==> src/rtl/csc_iact_sram_writer.sv <==
// Writes the CSC address and data streams into a ping-pong iact SRAM pair and
// hands each completed bank to the PE-side reader via bank_valid / bank_release.
module csc_iact_sram_writer #(
    parameter int ADDR_WIDTH  = 7,
    parameter int COUNT_WIDTH = 4,
    parameter int DATA_WIDTH  = 8,
    parameter int DEPTH_WIDTH = 6
) (
    input  logic                              clock,
    input  logic                              reset,
    input  logic                              address_in_valid,
    output logic                              address_in_ready,
    input  logic [ADDR_WIDTH-1:0]             address_in,
    input  logic                              data_in_valid,
    output logic                              data_in_ready,
    input  logic [DATA_WIDTH+COUNT_WIDTH-1:0] data_in,
    output logic                              data_sram_we,
    output logic [DEPTH_WIDTH:0]              data_sram_addr,
    output logic [DATA_WIDTH+COUNT_WIDTH-1:0] data_sram_wdata,
    output logic                              addr_sram_we,
    output logic [DEPTH_WIDTH:0]              addr_sram_addr,
    output logic [ADDR_WIDTH-1:0]             addr_sram_wdata,
    output logic [1:0]                        bank_valid,
    input  logic [1:0]                        bank_release,
    output logic                              vector_done,
    output logic                              vector_bank,
    output logic [DEPTH_WIDTH:0]              vector_data_len,
    output logic [DEPTH_WIDTH:0]              vector_addr_len,
    output logic                              overflow
);

    localparam logic [DEPTH_WIDTH-1:0] LAST_INDEX = '1;

    typedef enum logic [1:0] {IDLE, STALL, FILL, COMMIT} state_t;

    state_t                 state, state_next;
    logic                   wr_bank;
    logic [DEPTH_WIDTH-1:0] data_ptr, addr_ptr;
    logic [DEPTH_WIDTH:0]   data_count, addr_count;
    logic                   data_term_seen, addr_term_seen;

    logic addr_fire, addr_is_term, addr_drop, addr_keep;
    logic data_fire, data_is_term, data_drop, data_keep;
    logic [1:0] commit_mask;

    assign address_in_ready = (state == FILL) && !addr_term_seen;
    assign data_in_ready    = (state == FILL) && !data_term_seen;

    assign addr_fire    = address_in_valid && address_in_ready;
    assign addr_is_term = (address_in == '0);
    // A full bank still accepts words so the stream drains; only the terminator may land on the last index.
    assign addr_drop    = addr_fire && !addr_is_term && (addr_ptr == LAST_INDEX);
    assign addr_keep    = addr_fire && !addr_drop;

    assign data_fire    = data_in_valid && data_in_ready;
    assign data_is_term = (data_in == '0);
    assign data_drop    = data_fire && !data_is_term && (data_ptr == LAST_INDEX);
    assign data_keep    = data_fire && !data_drop;

    assign commit_mask  = (state == COMMIT) ? (2'b01 << wr_bank) : 2'b00;

    // NOTE: every signal written in always_comb gets a default first, otherwise a latch is inferred.
    always_comb begin
        state_next = state;
        case (state)
            IDLE:    state_next = bank_valid[wr_bank] ? STALL : FILL;
            STALL:   if (!bank_valid[wr_bank]) state_next = FILL;
            FILL: begin
                if ((addr_term_seen || (addr_fire && addr_is_term)) &&
                    (data_term_seen || (data_fire && data_is_term)))
                    state_next = COMMIT;
            end
            COMMIT:  state_next = bank_valid[~wr_bank] ? STALL : FILL;
            default: state_next = IDLE;
        endcase
    end

    // NOTE: sequential state uses non-blocking assignments so every register samples pre-edge values.
    always_ff @(posedge clock) begin
        if (reset) begin
            state           <= IDLE;
            wr_bank         <= 1'b0;
            data_ptr        <= '0;
            addr_ptr        <= '0;
            data_count      <= '0;
            addr_count      <= '0;
            data_term_seen  <= 1'b0;
            addr_term_seen  <= 1'b0;
            data_sram_we    <= 1'b0;
            data_sram_addr  <= '0;
            data_sram_wdata <= '0;
            addr_sram_we    <= 1'b0;
            addr_sram_addr  <= '0;
            addr_sram_wdata <= '0;
            bank_valid      <= 2'b00;
            vector_done     <= 1'b0;
            vector_bank     <= 1'b0;
            vector_data_len <= '0;
            vector_addr_len <= '0;
            overflow        <= 1'b0;
        end else begin
            state        <= state_next;
            data_sram_we <= data_keep;
            addr_sram_we <= addr_keep;
            vector_done  <= 1'b0;
            // Commit wins over a same-cycle release of the bank being committed.
            bank_valid   <= (bank_valid & ~bank_release) | commit_mask;

            if (data_keep) begin
                data_sram_addr  <= {wr_bank, data_ptr};
                data_sram_wdata <= data_in;
                data_count      <= data_count + 1'b1;
                if (!data_is_term) data_ptr <= data_ptr + 1'b1;
            end
            if (addr_keep) begin
                addr_sram_addr  <= {wr_bank, addr_ptr};
                addr_sram_wdata <= address_in;
                addr_count      <= addr_count + 1'b1;
                if (!addr_is_term) addr_ptr <= addr_ptr + 1'b1;
            end
            if (data_fire && data_is_term) data_term_seen <= 1'b1;
            if (addr_fire && addr_is_term) addr_term_seen <= 1'b1;
            if (data_drop || addr_drop)    overflow       <= 1'b1;

            if (state == COMMIT) begin
                vector_done     <= 1'b1;
                vector_bank     <= wr_bank;
                vector_data_len <= data_count;
                vector_addr_len <= addr_count;
                wr_bank         <= ~wr_bank;
                data_ptr        <= '0;
                addr_ptr        <= '0;
                data_count      <= '0;
                addr_count      <= '0;
                data_term_seen  <= 1'b0;
                addr_term_seen  <= 1'b0;
            end
        end
    end

endmodule

==> config.mk <==
export PLATFORM = sky130hd
export DESIGN_NAME = csc_iact_sram_writer
export DESIGN_NICKNAME = d
export VERILOG_FILES = /design/src/rtl/csc_iact_sram_writer.sv
export SDC_FILE = /design/constraint.sdc
export NUM_CORES = 1
export LEC_CHECK = 0
export CORE_MARGIN = 8
export CORE_UTILIZATION = 44
export DETAILED_ROUTE_END_ITERATION = 8
export GPL_TIMING_DRIVEN = 0
export HOLD_SLACK_MARGIN = 0.1
export PLACE_DENSITY = 0.8
export SLEW_MARGIN = 20
export SYNTH_ARGS = -nofsm -noshare
export SYNTH_HDL_FRONTEND = slang
export SYNTH_SLANG_ARGS = --single-unit
export TNS_END_PERCENT = 5
==> constraint.sdc <==
create_clock -name clock -period 2.25 [get_ports clock]
set_input_delay 0.3375 -clock clock [delete_from_list [all_inputs] [get_ports clock]]
set_output_delay 0.3375 -clock clock [all_outputs]
set_load 0.005 [all_outputs]
## Word level (Yosys, flattened, before mapping)

Cells that the tools add are included.

| cells by class | value |
|---|---|
| add/subtract/negate cells | 4 |
| $lt $le $gt $ge | 2 |
| equality and inequality tests | 7 |
| shift operators | 1 |
| muxes and demuxes | 11 |
| bitwise operators | 6 |
| reductions and logical operators | 29 |

Operator list:

| operator | count |
|---|---|
| 7-bit by 1-bit adder with 7-bit output (second input constant) | 2 |
| 1-bit logical AND | 13 |
| 6-bit by 1-bit adder with 6-bit output (second input constant) | 2 |
| 6-bit equality test (second input constant) | 2 |
| 12-bit logical NOT | 1 |
| 2-bit two-way mux | 5 |
| 2-bit one-hot mux with 4 select lines | 1 |
| 7-bit logical NOT | 1 |
| 1-bit logical NOT | 6 |
| 2-bit AND reduction | 3 |
| 1-bit two-way mux | 5 |
| 2-bit equality test (second input constant) | 2 |
| 1-bit by 2-bit < comparator with 1-bit output (second input constant) | 2 |
| 1-bit logical OR | 3 |
| 1-bit inverter | 3 |
| 2-bit AND | 1 |
| 2-bit by 1-bit equality test with 1-bit output (second input constant) | 1 |
| 2-bit logical NOT | 1 |
| 2-bit by 1-bit != test with 1-bit output (second input constant) | 1 |
| 2-bit != test (second input constant) | 1 |
| 2-bit inverter | 1 |
| 2-bit bitwise OR | 1 |
| 2-bit OR reduction | 1 |
| 1-bit by 1-bit << shifter with 2-bit output (first input constant) | 1 |

| storage, ports and cells | value |
|---|---|
| flip-flop bits (word level) | 85 |
| input bits | 25 |
| output and inout bits | 56 |
| word-level logic and storage cells | 80 |

## Depth between registers and ports, before layout

| depth | value |
|---|---|
| depth after elaboration | 8 |
| mapped depth | 8 |
| gate-level depth less buffers | 6 |

## Worst setup path after synthesis

Ideal clock, no wire load.

| timing | value |
|---|---|
| path kind | register to register |
| start | register data_ptr[0] |
| end | register data_count[6] |
| library setup time | 123 ps |
| arrival | 1681 ps |
| data required time | 2127 ps |
| slack | 446 ps |
| cell stages (with the launch flop) | 8 |
| buffers on the path | 1 |
| period minus slack after synthesis | 1804 ps |
| cell sequence | dfxtp_1 -> ha_1 -> and4_4 -> and2_1 -> buf_4 -> a21oi_4 -> nand4_1 -> mux2_1 |

| on the way | value |
|---|---|
| word-level cells in the longest chain between the ends | 4 |

RTL lines:

| item | line | source |
|---|---|---|
| start, declared | 38 | `logic [DEPTH_WIDTH-1:0] data_ptr, addr_ptr;` |
| start signal, assigned | 113 | `if (!data_is_term) data_ptr <= data_ptr + 1'b1;` |
| 6-bit equality test | 57 | `assign data_drop = data_fire && !data_is_term && (data_ptr == LAST_INDEX);` |
| 1-bit logical AND | 57 |  |
| 1-bit logical NOT | 58 | `assign data_keep = data_fire && !data_drop;` |
| 1-bit logical AND | 58 |  |
| end signal, assigned | 112 | `data_count <= data_count + 1'b1;` |
| end, declared | 39 | `logic [DEPTH_WIDTH:0] data_count, addr_count;` |

Every way passes these cells.
A chain may end at the register's enable or synchronous reset.

## Worst setup path after layout

| timing | value |
|---|---|
| start | register state[1] |
| end | output address_in_ready |

| on the way | value |
|---|---|
| word-level cells in the longest chain between the ends | 2 |

RTL lines:

| item | line | source |
|---|---|---|
| start, declared | 36 | `state_t state, state_next;` |
| start signal, assigned | 102 | `state <= state_next;` |
| 2-bit equality test | 46 | `assign address_in_ready = (state == FILL) && !addr_term_seen;` |
| 1-bit logical AND | 46 |  |
| end, declared | 12 | `output logic address_in_ready,` |

Every way passes these cells.

==> results.ini <==
[global_route]
grt_pass1_vias = 2844
grtUsageTotal_pct = 15.56
grt_max_degree = 13
grt_first_pass_wirelength_um = 13950
gr-total-overflow = 0
antenna_found_initial = 0

[power_and_ir_drop]
p_sw_share_pct = 22.91
p_leak_nw = 1.635
p_per_area_nw_per_um2 = 659.4
clockPowerShare_pct = 35.8
power_switching_w = 0.0006915
internal_power_w = 0.002326
vdd_drop_max_mv = 0.3378
seqPwrFrac_pct = 52.5
power.total_w = 0.003018
comb_power_share_pct = 11.7

[logic_synthesis]
syn_area_per_cell_um2 = 9.401
synth-seq-cells = 85
synthCells = 368
syn_area_um2 = 3460
synth_cell_types = 48
synthFlopType = dfxtp_1
yosys-top-cells-area = dfxtp_1 (49%), mux2i_1 (9.5%), nor2_1 (7.5%)
synth_edf_count = 0
syn-num-nets = 397
ys_seq_area_share_pct = 49.19
synth_area_leader_cell = dfxtp_1
ys_warn_count = 0
ys_async_sr_fraction_pct = 0
synth_top_area_share_pct = 49.19

[hold_path]
min_path_type = flop to flop

[sta]
setup_slack_ns = 0.1360
min_period_ns = 2.114
fin_hold_ws_ns = 0.4563
rsz0062_at_grt = false
setup_violations = 0
fmax_ghz = 0.4730
worst_slew_pin_slew_ns = 0.6547
slew_violations = 0
slew-limit-headroom_pct = 56.35
final.period_utilization_pct = 93.96
hold_viol = 0
fin_worst_skew_ns = 0.004250

[cts]
cts_tree = done
path_clk_slew_ns = 0.07
root_buffer = clkbuf_8
clk_latency_ns = 0.34
post_cts_buffers = 0
max-clock-path-buffers = 2
h-tree-depth = 3
cts_hold_repair.buffers = 0
cts_resized = 0
numCtsBuffers = 9
cts_num_sinks = 85

[route]
postRouteAntennaNets = 0
first_pass_iters = 4
route.detailed.drc = 0
dr.first_iter.drc_count = 123
vias = 2843
routed_wl_um = 8380
avgViaCountPerCell = 5.059
wl_per_cell_um = 14.91

[place]
placed_cells = 550
pre_cts_slack_ns = -0.1954
gp_congestion = 0.7745
io_buffers = 80
place_hpwl_um = 6245

[critical_path]
cp_max_fo = 8
start_kind = flop
cp.arrival_ns = 1.78
worst_ep_required_time_ns = 1.91
slowest_delay_ns = 0.55
crit_type = flop to output pin
path_cells = nand2b_1 > nor2_1 > clkdlybuf4s50_1
critPathCaptureType = output pin
critPathSlowestCell = clkdlybuf4s50_1

[run]
drv_cap = 0

[layout]
syn_to_final_growth_pct = 32.30
stdcell_count = 562
utilization_pct = 59.54
layout_common_cells = dfxtp_1 (85), clkdlybuf4s50_1 (80), nor2_1 (69)
layout-drive-gt1-share_pct = 7.826
antenna_cells = 0
final_common_cell = dfxtp_1
finalNetCount = 488
nFillCells = 694

[die]
die_y_um = 104.7
die_w_um = 104.7
ios = 81
core-area_um2 = 7687
initial_utilization_pct = 45.00
fp.dieArea_um2 = 10960
row_count = 32

[status]
status = complete, no violations

==> cell type report <==
class	instances	area [µm²]	share of cell area (%)
flip-flops and latches	85	1702	37.18
multi-input cells	260	1630	35.62
well taps	102	127.6	2.788
plain buffers	21	120.1	2.624
clock buffers	9	123.9	2.706
repair buffers	80	800.8	17.50
inverters	2	7.507	0.1640
clock inverters	3	65.06	1.422
==> stage by stage <==
stage,setup TNS [ns],instance area (µm²)
finish,0,4577
global route,0,4577
CTS,0,4577
detailed placement,-3.151,4388
global placement,-0.9416,4388
floorplan,0,3460
==> path summary, 6_finish.rpt <==
path                                    startpoint                 end  slack, ns  cells after the start
worst max register to register         data_ptr[0]   data_sram_addr[1]       0.22                      8
worst max-delay path                      state[1]    address_in_ready       0.14                      3
worst min-delay path            vector_addr_len[6]  vector_addr_len[6]       0.46                      2
worst min register to register  vector_addr_len[6]  vector_addr_len[6]       0.46                      2
==> layer usage <==
| metal | GRT usage, % | wire length, µm |
|---|---|---|
| met1 | 18.13 | 3740 |
| met2 | 24.77 | 3916 |
| met3 | 5.651 | 568 |
| met4 | 7.849 | 155 |
| met5 | 0 | 0 |
==> sequential cells by signal, indices dropped and copies added (netlist names), 2 cells and up <==
name / cells
vector_data_len: 7
vector_addr_len: 7
addr_ptr: 6
bank_valid: 2
data_ptr: 6
state: 2
data_sram_addr: 7
data_sram_wdata: 12
addr_sram_wdata: 7
data_count: 7
addr_count: 7
addr_sram_addr: 7
==> cell usage after synthesis, types with 3 or more instances <==
cell      instances
nor4_1            3
xnor2_1           8
nand4_1           3
and3_1            5
buf_2             3
ha_1              4
nand3_1          14
mux2i_1          33
nor2_1           69
and2_1            4
nand2b_1          3
a211oi_1          3
buf_1             3
a211oi_2          3
a21oi_1          26
xor2_1           11
clkbuf_1         10
nand2_1          40
dfxtp_1          85
buf_6             3
==> power groups by stage <==
stage               combinational, W  clock (W)  sequential (W)
floorplan                   0.000185          0         0.00161
global placement            0.000345          0         0.00162
detailed placement          0.000353          0         0.00162
CTS                         0.000356    0.00111         0.00158
global route                0.000387    0.00117         0.00159
finish                      0.000352    0.00108         0.00158
==> critical path: cells and delay by family (launching register included) <==
family,cells,cell delay (ns)
simple gates,2,0.36
flops,1,0.53
buf+inv,1,0.55
==> cells by family after synthesis <==
| logic type | share of synthesized area (%) |
|---|---|
| fa+ha+maj | 1.447 |
| mux | 9.873 |
| buf+inv | 3.689 |
| flops | 49.19 |
| compound gates | 9.585 |
| xor+xnor | 4.810 |
| simple gates | 21.41 |
Power figures use the tool's default switching activity.
